===== src/rtl/muldiv_unit_if.sv =====
// ============================================================================
// Module  : muldiv_unit_if
// Brief   : Request/response channel bundle for muldiv_unit, with flush/busy.
// Revision: 1.0 - initial release
// ============================================================================
`default_nettype none

interface muldiv_unit_if #(
  parameter int XLEN  = 32,
  parameter int TAG_W = 5
);
  logic             flush;
  logic             req_valid;
  logic             req_ready;
  logic [2:0]       req_op;
  logic [XLEN-1:0]  req_op1;
  logic [XLEN-1:0]  req_op2;
  logic [TAG_W-1:0] req_tag;
  logic             resp_valid;
  logic             resp_ready;
  logic [XLEN-1:0]  resp_result;
  logic [TAG_W-1:0] resp_tag;
  logic             busy;

  modport master (
    output flush, req_valid, req_op, req_op1, req_op2, req_tag, resp_ready,
    input  req_ready, resp_valid, resp_result, resp_tag, busy
  );

  modport slave (
    input  flush, req_valid, req_op, req_op1, req_op2, req_tag, resp_ready,
    output req_ready, resp_valid, resp_result, resp_tag, busy
  );
endinterface

`default_nettype wire


===== src/rtl/muldiv_unit.sv =====
// ============================================================================
// Module  : muldiv_unit
// Brief   : Multi-cycle RV32M/RV64M multiply/divide unit with tagged response.
//           Optional macro MULDIV_FAST_MUL_EN: single-cycle combinational multiply.
// Revision: 1.0 - initial release
// ============================================================================
`default_nettype none

module muldiv_unit #(
  parameter int XLEN  = 32,
  parameter int TAG_W = 5
) (
  input  logic          clk,
  input  logic          rst,
  muldiv_unit_if.slave  bus
);

  localparam int              CNT_W = $clog2(XLEN + 1);
  localparam logic [XLEN-1:0] C_MIN = {1'b1, {(XLEN-1){1'b0}}};

  typedef enum logic [1:0] {
    S_IDLE = 2'd0,
    S_CALC = 2'd1,
    S_DONE = 2'd2
  } state_t;

  state_t             r_state;
  logic [2:0]         r_op;
  logic               r_neg;
  logic [XLEN-1:0]    r_opnd;
  logic [2*XLEN-1:0]  r_acc;
  logic [CNT_W-1:0]   r_cnt;
  logic               r_resp_valid;
  logic [XLEN-1:0]    r_result;
  logic [TAG_W-1:0]   r_tag;
  logic               r_busy;

  logic [2:0]         w_op;
  logic               w_s1, w_s2, w_n1, w_n2;
  logic [XLEN-1:0]    w_mag1, w_mag2;
  logic               w_ready, w_accept, w_div0, w_ovf;
  logic [XLEN:0]      w_mul_sum, w_rem_sh, w_diff;
  logic [2*XLEN-1:0]  w_acc_nxt, w_prod;
  logic [XLEN-1:0]    w_dv, w_dv_s, w_final;

  // Signedness per funct3: MUL/MULH signed x signed, MULHSU signed x unsigned.
  assign w_op   = bus.req_op;
  assign w_s1   = w_op[2] ? !w_op[0] : (w_op != 3'd3);
  assign w_s2   = w_op[2] ? !w_op[0] : !w_op[1];
  assign w_n1   = w_s1 & bus.req_op1[XLEN-1];
  assign w_n2   = w_s2 & bus.req_op2[XLEN-1];
  assign w_mag1 = w_n1 ? ('0 - bus.req_op1) : bus.req_op1;
  assign w_mag2 = w_n2 ? ('0 - bus.req_op2) : bus.req_op2;

  assign w_ready  = (r_state == S_IDLE) && !bus.flush && !rst;
  assign w_accept = bus.req_valid && w_ready;
  assign w_div0   = w_op[2] && (bus.req_op2 == '0);
  assign w_ovf    = w_op[2] && !w_op[0] && (bus.req_op1 == C_MIN) && (bus.req_op2 == '1);

  // r_acc holds {partial product, multiplier} or {remainder, dividend/quotient}.
  assign w_mul_sum = {1'b0, r_acc[2*XLEN-1:XLEN]} + (r_acc[0] ? {1'b0, r_opnd} : '0);
  assign w_rem_sh  = r_acc[2*XLEN-1:XLEN-1];
  assign w_diff    = w_rem_sh - {1'b0, r_opnd};
  assign w_acc_nxt = r_op[2]
                   ? (w_diff[XLEN] ? {w_rem_sh[XLEN-1:0], r_acc[XLEN-2:0], 1'b0}
                                   : {w_diff[XLEN-1:0],   r_acc[XLEN-2:0], 1'b1})
                   : {w_mul_sum, r_acc[XLEN-1:1]};

  assign w_prod  = r_neg ? ('0 - w_acc_nxt) : w_acc_nxt;
  assign w_dv    = r_op[1] ? w_acc_nxt[2*XLEN-1:XLEN] : w_acc_nxt[XLEN-1:0];
  assign w_dv_s  = r_neg ? ('0 - w_dv) : w_dv;
  assign w_final = r_op[2] ? w_dv_s
                 : ((r_op[1:0] == 2'd0) ? w_prod[XLEN-1:0] : w_prod[2*XLEN-1:XLEN]);

`ifdef MULDIV_FAST_MUL_EN
  // Sign-extending to 2*XLEN makes the truncated unsigned product the signed one.
  logic [2*XLEN-1:0] w_fa, w_fb, w_fp;
  logic [XLEN-1:0]   w_fast_res;
  assign w_fa       = {{XLEN{w_n1}}, bus.req_op1};
  assign w_fb       = {{XLEN{w_n2}}, bus.req_op2};
  assign w_fp       = w_fa * w_fb;
  assign w_fast_res = (w_op[1:0] == 2'd0) ? w_fp[XLEN-1:0] : w_fp[2*XLEN-1:XLEN];
`endif

  always_ff @(posedge clk) begin
    if (rst) begin
      r_state      <= S_IDLE;
      r_op         <= '0;
      r_neg        <= 1'b0;
      r_opnd       <= '0;
      r_acc        <= '0;
      r_cnt        <= '0;
      r_resp_valid <= 1'b0;
      r_result     <= '0;
      r_tag        <= '0;
      r_busy       <= 1'b0;
    end else if (bus.flush) begin
      r_state      <= S_IDLE;
      r_resp_valid <= 1'b0;
      r_busy       <= 1'b0;
    end else begin
      case (r_state)
        S_IDLE: begin
          if (w_accept) begin
            r_op   <= w_op;
            r_tag  <= bus.req_tag;
            r_busy <= 1'b1;
            if (w_div0) begin
              r_result     <= w_op[1] ? bus.req_op1 : '1;
              r_resp_valid <= 1'b1;
              r_state      <= S_DONE;
            end else if (w_ovf) begin
              r_result     <= w_op[1] ? '0 : bus.req_op1;
              r_resp_valid <= 1'b1;
              r_state      <= S_DONE;
`ifdef MULDIV_FAST_MUL_EN
            end else if (!w_op[2]) begin
              r_result     <= w_fast_res;
              r_resp_valid <= 1'b1;
              r_state      <= S_DONE;
`endif
            end else begin
              r_cnt   <= CNT_W'(XLEN);
              r_state <= S_CALC;
              if (w_op[2]) begin
                r_opnd <= w_mag2;
                r_acc  <= {{XLEN{1'b0}}, w_mag1};
                r_neg  <= w_op[1] ? w_n1 : (w_n1 ^ w_n2);
              end else begin
                r_opnd <= w_mag1;
                r_acc  <= {{XLEN{1'b0}}, w_mag2};
                r_neg  <= w_n1 ^ w_n2;
              end
            end
          end
        end
        S_CALC: begin
          r_acc <= w_acc_nxt;
          r_cnt <= r_cnt - CNT_W'(1);
          if (r_cnt == CNT_W'(1)) begin
            r_result     <= w_final;
            r_resp_valid <= 1'b1;
            r_state      <= S_DONE;
          end
        end
        S_DONE: begin
          if (bus.resp_ready) begin
            r_resp_valid <= 1'b0;
            r_busy       <= 1'b0;
            r_state      <= S_IDLE;
          end
        end
        default: begin
          r_state      <= S_IDLE;
          r_resp_valid <= 1'b0;
          r_busy       <= 1'b0;
        end
      endcase
    end
  end

  assign bus.req_ready   = w_ready;
  assign bus.resp_valid  = r_resp_valid;
  assign bus.resp_result = r_result;
  assign bus.resp_tag    = r_tag;
  assign bus.busy        = r_busy;

endmodule

`default_nettype wire

===== src/flat_wrapper.sv =====
// flat-port wrapper written by rule: the top's interface ports become plain ports
module muldiv_unit_flat 
#(
  parameter int XLEN  = 32,
  parameter int TAG_W = 5
)
  (clk, rst, bus_flush, bus_req_valid, bus_req_op, bus_req_op1, bus_req_op2, bus_req_tag, bus_resp_ready, bus_req_ready, bus_resp_valid, bus_resp_result, bus_resp_tag, bus_busy);
  muldiv_unit_if #(.XLEN(XLEN), .TAG_W(TAG_W)) bus_i ();
  input  logic clk;
  input  logic rst;
  input wire logic [$bits(bus_i.flush)-1:0] bus_flush;
  input wire logic [$bits(bus_i.req_valid)-1:0] bus_req_valid;
  input wire logic [$bits(bus_i.req_op)-1:0] bus_req_op;
  input wire logic [$bits(bus_i.req_op1)-1:0] bus_req_op1;
  input wire logic [$bits(bus_i.req_op2)-1:0] bus_req_op2;
  input wire logic [$bits(bus_i.req_tag)-1:0] bus_req_tag;
  input wire logic [$bits(bus_i.resp_ready)-1:0] bus_resp_ready;
  output wire logic [$bits(bus_i.req_ready)-1:0] bus_req_ready;
  output wire logic [$bits(bus_i.resp_valid)-1:0] bus_resp_valid;
  output wire logic [$bits(bus_i.resp_result)-1:0] bus_resp_result;
  output wire logic [$bits(bus_i.resp_tag)-1:0] bus_resp_tag;
  output wire logic [$bits(bus_i.busy)-1:0] bus_busy;
  assign bus_i.flush = bus_flush;
  assign bus_i.req_valid = bus_req_valid;
  assign bus_i.req_op = bus_req_op;
  assign bus_i.req_op1 = bus_req_op1;
  assign bus_i.req_op2 = bus_req_op2;
  assign bus_i.req_tag = bus_req_tag;
  assign bus_i.resp_ready = bus_resp_ready;
  assign bus_req_ready = bus_i.req_ready;
  assign bus_resp_valid = bus_i.resp_valid;
  assign bus_resp_result = bus_i.resp_result;
  assign bus_resp_tag = bus_i.resp_tag;
  assign bus_busy = bus_i.busy;
  muldiv_unit #(.XLEN(XLEN), .TAG_W(TAG_W)) u_core (.clk(clk), .rst(rst), .bus(bus_i));
endmodule

===== config.mk =====
export PLATFORM = sky130hd
export DESIGN_NAME = muldiv_unit_flat
export DESIGN_NICKNAME = d
export VERILOG_FILES = /design/src/rtl/muldiv_unit_if.sv /design/src/rtl/muldiv_unit.sv /design/src/flat_wrapper.sv
export SDC_FILE = /design/constraint.sdc
export NUM_CORES = 1
export LEC_CHECK = 0
export CORE_AREA = 2 2 235 237
export CTS_CLUSTER_DIAMETER = 120
export DETAILED_ROUTE_END_ITERATION = 16
export DIE_AREA = 0 0 237 239
export SETUP_SLACK_MARGIN = 0.02
export SLEW_MARGIN = 0
export SYNTH_ARGS = -nofsm -noshare
export SYNTH_HDL_FRONTEND = slang
export SYNTH_SLANG_ARGS = --single-unit

===== constraint.sdc =====
create_clock -name clk -period 7.7 [get_ports clk]
set_input_delay 1.54 -clock clk [delete_from_list [all_inputs] [get_ports clk]]
set_output_delay 1.54 -clock clk [all_outputs]
set_load 0.005 [all_outputs]

## Word-level counts from Yosys, hierarchy flattened

Cells that the tools add are included.

| operators by class | value |
|---|---|
| add/subtract/negate cells | 7 |
| multipliers | 0 |
| div/mod/pow operators | 0 |
| $lt $le $gt $ge | 0 |
| eq/ne operators | 12 |
| shifts and indexed selects | 0 |
| muxes and demuxes | 45 |
| bitwise operators | 7 |
| reduce and logical (&&, ||, !) cells | 23 |

Operators by type and width:

| kind | number |
|---|---|
| $mux W32 | 15 |
| $mux W64 | 6 |
| $pmux W64 S2 | 1 |
| $sub A1 B32 Y32 const A | 3 |
| $eq A32 B32 Y1 const B | 2 |
| $pmux W32 S2 | 1 |
| $sub A1 B64 Y64 const A | 1 |
| $add A32 B33 Y33 | 1 |
| $sub A33 B32 Y33 | 1 |
| $logic_not A32 Y1 | 1 |
| $mux W6 | 3 |
| $reduce_and A5 Y1 | 3 |
| $pmux W6 S2 | 1 |
| $mux W1 | 10 |
| $mux W2 | 5 |
| $reduce_and A3 Y1 | 3 |
| $logic_and A1 B1 Y1 | 7 |
| $eq A6 B1 Y1 const B | 1 |
| $ne A2 B2 Y1 const B | 3 |
| $pmux W1 S3 | 2 |
| $pmux W2 S3 | 1 |
| $sub A6 B1 Y6 const B | 1 |
| $logic_not A1 Y1 | 4 |
| $logic_not A2 Y1 | 2 |
| 11 further kinds | 16 |

| storage, ports and cells | value |
|---|---|
| flip-flop bits (word level) | 147 |
| bits in latches | 0 |
| bits in writable memories | 0 |
| memory bits (read-only) | 0 |
| bits of input ports | 77 |
| output and inout bits | 40 |
| word-level logic and storage cells | 104 |
| memories | 0 |

## Logic depth before layout (Yosys ltp)

Gate-level depths: netlist (run 1).

| logic depth | value |
|---|---|
| word-level depth | 9 |
| mapped depth | 23 |
| gate-level depth less buffers | 22 |

## Worst setup path before layout (run 1)

Ideal clock, no wire load.

| path | value |
|---|---|
| path kind | input -> register |
| start point | input port bus_req_op1[19] |
| end point | register u_core.r_result[21], in the netlist u_core.bus.resp_result[21] |
| setup time | 0.117 ns |
| data arrival time | 4.814 ns |
| required time | 7.583 ns |
| path slack | 2.769 ns |
| stages | 14 |
| path buffers | 1 |
| path through | or4_1 > or3_1 > or4_1 > or4_1 > nor3_1 > nor2_1 > nor2_1 > o211a_1 > buf_2 > nand2_1 > nor2_1 > o221ai_1 > a21oi_1 > nor2_1 |

| between the ends | value |
|---|---|
| cells in the longest elaborated chain, start to end | 5 |

RTL lines:

| element | line | text |
|---|---|---|
| start, declared | flat_wrapper.sv:14 | `input wire logic [$bits(bus_i.req_op1)-1:0] bus_req_op1;` |
| $eq A32 B32 Y1 | muldiv_unit.sv:58 | `assign w_ovf = w_op[2] && !w_op[0] && (bus.req_op1 == C_MIN) && (bus.req_op2 == '1);` |
| $logic_and A1 B1 Y1 (2 in series) | muldiv_unit.sv:58 |  |
| $ne A3 B1 Y1 (no line) | n/a |  |
| $reduce_and A5 Y1 (no line) | n/a |  |
| end signal, assigned | muldiv_unit.sv:109 | `r_result <= w_op[1] ? bus.req_op1 : '1;` |
| end signal, assigned | muldiv_unit.sv:113 | `r_result <= w_op[1] ? '0 : bus.req_op1;` |
| end signal, assigned | muldiv_unit.sv:141 | `r_result <= w_final;` |
| end, declared | muldiv_unit.sv:34 | `logic [XLEN-1:0] r_result;` |

Every way passes these cells.
A chain may end at the register's enable or synchronous reset.

## Worst setup path in the final report (run 1)

| path | value |
|---|---|
| start point | register u_core.r_acc[31] |
| end point | register u_core.r_result[22], in the netlist u_core.bus.resp_result[22] |

| between the ends | value |
|---|---|
| cells in the longest elaborated chain, start to end | 9 |
| elaborated cells between the ends (all ways) | 12 |
| classes of those cells | add/sub: 3; mux: 9 |

RTL lines:

| element | line | text |
|---|---|---|
| start, declared | muldiv_unit.sv:31 | `logic [2*XLEN-1:0] r_acc;` |
| start signal, assigned | muldiv_unit.sv:127 | `r_acc <= {{XLEN{1'b0}}, w_mag1};` |
| start signal, assigned | muldiv_unit.sv:131 | `r_acc <= {{XLEN{1'b0}}, w_mag2};` |
| start signal, assigned | muldiv_unit.sv:138 | `r_acc <= w_acc_nxt;` |
| $sub A33 B32 Y33 | muldiv_unit.sv:63 | `assign w_diff = w_rem_sh - {1'b0, r_opnd};` |
| $mux W64 | muldiv_unit.sv:65 | `? (w_diff[XLEN] ? {w_rem_sh[XLEN-1:0], r_acc[XLEN-2:0], 1'b0}` |
| $mux W64 * | muldiv_unit.sv:65 |  |
| $sub A1 B64 Y64 or $mux W32 (tied branches) | muldiv_unit.sv:69, muldiv_unit.sv:70 |  |
| $mux W64 or $sub A1 B32 Y32 (tied branches) | muldiv_unit.sv:69, muldiv_unit.sv:71 |  |
| $mux W32, on equally long branches | muldiv_unit.sv:73, muldiv_unit.sv:71 |  |
| $mux W32 * | muldiv_unit.sv:72 | `assign w_final = r_op[2] ? w_dv_s` |
| $mux W32 * | muldiv_unit.sv:140 | `if (r_cnt == CNT_W'(1)) begin` |
| $pmux W32 S2 * | muldiv_unit.sv:102 | `case (r_state)` |

Mark *: on every way between the ends. The rest lies on a longest branch, timed or not. The select of a mux whose other input is x is not followed.

==> impl_metrics.env, run 1 <==
export IMPL_worstPathMaxFanout=22
export IMPL_cap_violations=0
export IMPL_hpwl_mm=65.6
export IMPL_clockRootBuffer="clkbuf_16"
export IMPL_crit_type="reg2reg"
export IMPL_die_x_microns=237
export IMPL_antenna_found_initial=1
export IMPL_fin_worst_skew_ns=0.0150
export IMPL_worst_setup_path_start_kind="flip-flop"
export IMPL_wl_met1_mm=35.7
export IMPL_p_leak_uw=0.00743
export IMPL_synth_seq_cells=147
export IMPL_avgSynthCellArea_sq_um=6.96
export IMPL_worst_ep_arrival_time_ns=7.75
export IMPL_rr_worst_depth=23
export IMPL_wl_met2_mm=35.6
export IMPL_max_stage_delay_ns=0.85
export IMPL_grt_max_degree=101
export IMPL_wl_met3_mm=7.27
export IMPL_ctsHtreeMaxLevel=4
export IMPL_path_clk_slew_ns=0.07
export IMPL_synth_ff_type="dfxtp_1"
export IMPL_r2r_start="u_core.r_acc[31]"
export IMPL_nFillCells=5840
export IMPL_n_antenna_cell=0
export IMPL_crit_path_frequent_cell="nor3_1"
export IMPL_syn_area_sq_um=17700
export IMPL_hp_start="u_core.bus.busy"
export IMPL_max_freq_mhz=136
export IMPL_final_min_clock_period_ns=7.35
export IMPL_clk_latency_ns=0.47
export IMPL_cts_setup_buffers=0
export IMPL_top_layer_used="met5"
export IMPL_ir_drop_v=0.000147
export IMPL_finalHoldViolCount=0
export IMPL_pin_count=117
export IMPL_critPathTopFamily="simple AND/OR/NAND/NOR gates"
export IMPL_track_usage_pct=28.6
export IMPL_r2r_slack_ns=0.35
export IMPL_setup_violations=0
export IMPL_hold_class="reg2reg"
export IMPL_slowest_stage="a2111oi_0"
export IMPL_tns_ns=0
export IMPL_drt_iter0_drc=2577
export IMPL_drc=0
export IMPL_post_drt_wl_per_cell_microns=25.5
export IMPL_drt_wl_total_mm=83.2
export IMPL_place_congestion=1.02
export IMPL_drtPass1Iterations=6
export IMPL_core_area_sq_um=54300
export IMPL_ys_async_sr_fraction_pct=0
export IMPL_endpoint_kind="flip-flop"
export IMPL_path_cells="inv_1, ha_1, fa_1, nor2b_1, o31a_1, a31oi_2, o21ai_2, a22o_1, buf_4, nor3_1, a21oi_1, ha_1, o21ai_0, nor3_1, nand2_1, nor2_1, nand3_1, nor3_1, nand4_1, nor2_1, mux2i_1, a2111oi_0, o2bb2ai_1"
export IMPL_min_to="u_core.bus.busy"
export IMPL_synthDistinctLibCells=111
export IMPL_portBuffers=116
export IMPL_grt_first_pass_wirelength_mm=123
export IMPL_seq_area_frac_synth_pct=16.6
export IMPL_worst_pin_slew_ns=1.29
export IMPL_crit_buf_inv=2
export IMPL_die_h_microns=239
export IMPL_slew_headroom_pct=13.6
export IMPL_hold_path_cell_count=2
export IMPL_initial_core_util_pct=32.6
export IMPL_whs_ns=0.462
export IMPL_syn_num_nets=2692
export IMPL_num_vias=20600
export IMPL_antenna_left=0
export IMPL_cp_required_ns=8.10
export IMPL_grt_pass1_vias=18900
export IMPL_rsz0062_at_grt="no"
export IMPL_post_route_period_util_pct=95.4
export IMPL_final_layout_size_suffix_gt1_share_pct=5.99
export IMPL_num_rows=86
export IMPL_slew_violations=0
export IMPL_clock_sinks=147
export IMPL_area_growth_pct=12.9
export IMPL_yosysWarningCount=0
export IMPL_overflow=0
export IMPL_routed_via_density=6.33
export IMPL_die_area_sq_um=56600
export IMPL_synth_cells=2542
export IMPL_powerDensity_nw_per_um2=139
export IMPL_layout_nets=2693
export IMPL_cts_made_buffers=17
export IMPL_clockBufferDepth=2
export IMPL_cts_hold_buffers=0
export IMPL_outcome="finished, final reports clean"
export IMPL_cts_resized=0
export IMPL_tritoncts="yes"
export IMPL_rr_endpoint="u_core.bus.resp_result[22]"
export IMPL_synth_enable_flop_cells=0
## flip-flops by register name, summed over array words and instances (netlist names)
name and flops:
u_core.r_op 3, u_core.bus.busy 1, u_core.bus.resp_valid 1, u_core.r_state 2, u_core.r_acc 64, u_core.r_opnd 32
u_core.bus.resp_result 32, u_core.bus.resp_tag 5, u_core.r_neg 1, u_core.r_cnt 6
## synthesized netlist by cell type, types with 12 or more instances
library cell	number	area [sq um]
mux2i_1	62	621
and3_1	18	113
nor2b_1	23	144
nand2b_1	15	93.8
maj3_1	25	250
a211oi_1	50	375
clkbuf_1	128	480
a22oi_1	31	233
xnor2_1	75	657
o31ai_1	25	188
or4_1	15	113
buf_1	16	60.1
o21a_1	21	158
nand2_1	289	1080
or3_1	21	131
and2_1	49	307
o211ai_1	75	563
a21oi_1	209	1050
o41ai_1	16	140
nand4_1	37	231
buf_2	24	120
mux2_2	14	158
a311oi_1	27	236
nor4_1	27	169
o21ai_0	159	796
nand3_1	47	235
a31oi_1	31	194
a21o_1	29	218
dfxtp_1	147	2940
inv_1	67	251
a221oi_1	12	105
nor2_1	288	1080
xor2_1	71	622
ha_1	71	888
nor3_1	99	495
## report_power, final
part	switching [uW]	internal, uW
Sequential	31.3	781
Combinational	711	340
Clock	379	543
Total	1120	1660
## worst register-to-register path, delay by kind of cell, from the launching register on
family / cells / cell delay, ns
multiplexers: 1 / 0.10
buffers and inverters: 2 / 0.43
flip-flops: 1 / 0.49
AO/OA/AOI/OAI: 8 / 2.60
AND/OR/NAND/NOR: 9 / 2.66
adder cells (fa/ha/maj): 3 / 0.96
## layer usage
metal | global-route usage, % | vias to the layer above
met5 | 0 | -
met4 | 14.7 | 2
met3 | 5.23 | 176
met2 | 43.4 | 1092
met1 | 38.7 | 9916
li1 | - | 9455
## cell type report
| type | count | area, sq um | area share (%) |
|---|---|---|---|
| well taps | 704 | 881 | 4.41 |
| repair buffers | 161 | 1500 | 7.53 |
| clock buffers | 20 | 437 | 2.19 |
| inverters | 69 | 259 | 1.30 |
| clock inverters | 11 | 179 | 0.896 |
| flip-flops and latches | 147 | 2950 | 14.8 |
| multi-input cells | 2147 | 13800 | 68.9 |
## cell usage in the layout (no fill, tap or decap), types with 45 or more instances in the layout
master             n
clkdlybuf4s50_1  114
o21ai_0          159
ha_1              71
buf_4             45
o211ai_1          75
mux2i_1           62
xor2_1            71
and2_1            49
a211oi_1          50
dfxtp_1          144
a21oi_1          209
nor3_1            98
xnor2_1           75
nor2_1           286
nand2_1          289
nand3_1           47
inv_1             67
## through the flow
stage          std cells  setup WS [ns]  total power (uW)  cell area [sq um]  util [%]
2_1_floorplan       2542           2.77              1460              17700         -
3_3_place_gp        3228          0.832              1840              19400      35.6
3_5_place_dp        3228          0.709              1840              19400      35.6
4_1_cts             3259          0.641              2770              20000      36.8
5_1_grt             3259          0.226              2890              20000      36.8
6_report            3259          0.350              2790              20000      36.8
## worst max-delay path by stage
stage,slack [ns],end,from,cells after the start
2_1_floorplan,2.77,u_core.bus.resp_result[21],bus_req_op1[19],14
3_3_place_gp,0.83,u_core.bus.resp_result[22],u_core.r_acc[31],23
3_5_place_dp,0.71,u_core.bus.resp_result[22],u_core.r_acc[31],23
4_1_cts,0.64,u_core.bus.resp_result[22],u_core.r_acc[31],23
5_1_grt,0.23,u_core.bus.resp_result[22],u_core.r_acc[31],23
6_report,0.35,u_core.bus.resp_result[22],u_core.r_acc[31],23
## cell families (layout without fill, tap and decap cells)
logic type	count (synthesis)	count (layout)	synth area share (%)
AND/OR/NAND/NOR	998	998	27.6
XOR/XNOR	146	146	7.23
AO/OA/AOI/OAI	828	828	31.6
flip-flops	147	147	16.6
adder cells (fa/ha/maj)	98	98	6.66
buffers and inverters	248	261	5.82
multiplexers	77	77	4.53
(Power assumes the default switching activity.)
==> run 2: changes to the inputs <==
GPL_ROUTABILITY_DRIVEN = 0   (was unset)
REMOVE_ABC_BUFFERS = 1   (was unset)
==> impl_metrics.env, run 2 (synthesis results as in run 1) <==
export IMPL_outcome="finished, final reports clean"
export IMPL_finalHoldViolCount=0
export IMPL_r2r_start="u_core.r_acc[31]"
export IMPL_clockBufferDepth=2
export IMPL_die_h_microns=239
export IMPL_ctsHtreeMaxLevel=4
export IMPL_powerDensity_nw_per_um2=136
export IMPL_whs_ns=0.456
export IMPL_setup_violations=0
export IMPL_cts_made_buffers=17
export IMPL_grt_first_pass_wirelength_mm=113
export IMPL_cts_hold_buffers=0
export IMPL_antenna_found_initial=1
export IMPL_drt_wl_total_mm=75.6
export IMPL_slowest_stage="a22o_1"
export IMPL_overflow=0
export IMPL_drt_iter0_drc=2779
export IMPL_max_stage_delay_ns=0.84
export IMPL_die_x_microns=237
export IMPL_clock_sinks=147
export IMPL_fin_ws_ns=1.02
export IMPL_worst_setup_path_start_kind="flip-flop"
export IMPL_num_rows=86
export IMPL_cts_setup_buffers=0
export IMPL_r2r_slack_ns=1.02
export IMPL_final_min_clock_period_ns=6.68
export IMPL_num_vias=20400
export IMPL_worstPathMaxFanout=22
export IMPL_path_cells="inv_1, ha_1, fa_1, nor2b_1, o31a_1, a31oi_2, o21ai_2, a22o_1, nor3_1, a21oi_1, ha_1, o21ai_0, nor3_1, nand2_1, nor2_1, nand4b_1, nor3_2, nand4_1, nor4_4, mux2i_1, or3_1, a31oi_1"
export IMPL_clockRootBuffer="clkbuf_16"
export IMPL_fin_worst_skew_ns=0.0132
export IMPL_cp_required_ns=8.08
export IMPL_grt_max_degree=107
export IMPL_cap_violations=0
export IMPL_endpoint_kind="flip-flop"
export IMPL_crit_buf_inv=1
export IMPL_hold_class="reg2reg"
export IMPL_final_layout_size_suffix_gt1_share_pct=5.92
export IMPL_rr_endpoint="u_core.bus.resp_result[28]"
export IMPL_crit_start="u_core.r_acc[31]"
export IMPL_ir_drop_v=0.000147
export IMPL_sw_frac_of_total_pct=40.1
export IMPL_rsz0062_at_grt="no"
export IMPL_critPathTopFamily="simple AND/OR/NAND/NOR gates"
export IMPL_slew_headroom_pct=20.1
export IMPL_path_clk_slew_ns=0.07
export IMPL_nFillCells=5727
export IMPL_hpwl_mm=56.9
export IMPL_fin_cells=3253
export IMPL_core_area_sq_um=54300
export IMPL_place_inst=3221
export IMPL_tritoncts="yes"
export IMPL_antenna_left=0
export IMPL_n_antenna_cell=0
export IMPL_area_growth_pct=12.5
export IMPL_drc=0
export IMPL_top_register="u_core.r_acc"
export IMPL_clk_latency_ns=0.46
export IMPL_clkPwrFrac_pct=33.5
export IMPL_crit_type="reg2reg"
export IMPL_rr_worst_depth=22
export IMPL_post_route_period_util_pct=86.7
export IMPL_pin_count=117
export IMPL_p_total_uw=2710
export IMPL_p_leak_uw=0.00738
export IMPL_p_comb_share_pct=36.5
export IMPL_grt_pass1_vias=18600
export IMPL_die_area_sq_um=56600
export IMPL_internal_power_uw=1630
export IMPL_layout_common_cells="289 x nand2_1, 286 x nor2_1, 209 x a21oi_1"
export IMPL_slew_violations=0
export IMPL_routed_via_density=6.27
export IMPL_final_common_cell="nand2_1"
export IMPL_tns_ns=0
export IMPL_max_freq_mhz=150
export IMPL_initial_core_util_pct=32.6
export IMPL_track_usage_pct=25.8
export IMPL_drtPass1Iterations=6
export IMPL_post_drt_wl_per_cell_microns=23.2
export IMPL_dp_slack_ns=1.20
export IMPL_seqPwrFrac_pct=30.0
export IMPL_layout_nets=2686
export IMPL_cts_resized=0
export IMPL_cp_endpoint="u_core.bus.resp_result[28]"
export IMPL_largest_register_ffs=64
export IMPL_worst_pin_slew_ns=1.20
export IMPL_p_switching_uw=1090
export IMPL_worst_ep_arrival_time_ns=7.06
export IMPL_cp_depth=22
export IMPL_portBuffers=116
## run 2: changes by cell type in the layout (fill, tap and decap cells not counted), sizes merged
cell,before,now
bufinv,4,3
clkinvlp,2,6
inv,70,71
buf,47,40
clkbuf,20,17
## run 2: layout make-up
| type | count | area (sq um) | area share [%] |
|---|---|---|---|
| Clock buffer | 17 | 425 | 2.14 |
| Sequential cell | 147 | 2950 | 14.8 |
| Tap cell | 704 | 881 | 4.42 |
| Multi-Input combinational cell | 2147 | 13800 | 69.1 |
| Timing Repair Buffer | 154 | 1450 | 7.29 |
| Inverter | 69 | 259 | 1.30 |
| Clock inverter | 15 | 183 | 0.917 |
## run 2: metrics by stage
step                util (%)  area [sq um]
finish                  36.6         19900
global placement        35.5         19300
floorplan                  -         16900
global route            36.6         19900
CTS                     36.6         19900
detailed placement      35.5         19300
## run 2: routing by layer
layer | GRT usage [%] | part of all wire [%] | vias to the layer above
met5 | 0 | 0 | -
met4 | 13.2 | 5.1 | 0
met3 | 4.62 | 9.7 | 198
met2 | 40.9 | 44 | 1157
met1 | 33.4 | 41 | 9612
li1 | - | - | 9439
## run 2: how the worst min path moves through the flow
stage	startpoint	to	slack [ns]	depth (start not counted)
final	u_core.bus.resp_result[2]	u_core.bus.resp_result[2]	0.46	2
after global routing	u_core.r_opnd[14]	u_core.r_opnd[14]	0.47	2
after CTS	u_core.bus.resp_result[2]	u_core.bus.resp_result[2]	0.46	2
after detailed placement	u_core.bus.busy	u_core.bus.busy	0.45	2
after global placement	u_core.bus.resp_result[2]	u_core.bus.resp_result[2]	0.44	2
after floorplan	u_core.r_opnd[11]	u_core.r_opnd[11]	0.43	2
## run 2: worst reg2reg max path, cell delays in order, from the launching register on
cell and delay, ns:
dfxtp_1 0.41, inv_1 0.10, ha_1 0.24, fa_1 0.41
nor2b_1 0.15, o31a_1 0.32, a31oi_2 0.21, o21ai_2 0.37
a22o_1 0.84, nor3_1 0.23, a21oi_1 0.30, ha_1 0.25
o21ai_0 0.10, nor3_1 0.25, nand2_1 0.15, nor2_1 0.27
nand4b_1 0.15, nor3_2 0.48, nand4_1 0.39, nor4_4 0.38
mux2i_1 0.10, or3_1 0.35, a31oi_1 0.14
## run 2: power by group through the flow
stage / combinational [uW] / sequential (uW) / clock [uW]
2_1_floorplan: 594 / 823 / 0
3_3_place_gp: 941 / 829 / 0
3_5_place_dp: 950 / 829 / 0
4_1_cts: 956 / 812 / 910
5_1_grt: 1050 / 816 / 939
6_report: 991 / 814 / 911
==> run 3: changes to the inputs <==
CTS_CLUSTER_SIZE = 10   (was unset)
==> results of run 3 <==
No change in the layout: final DEF, timing and power equal those of run 2.
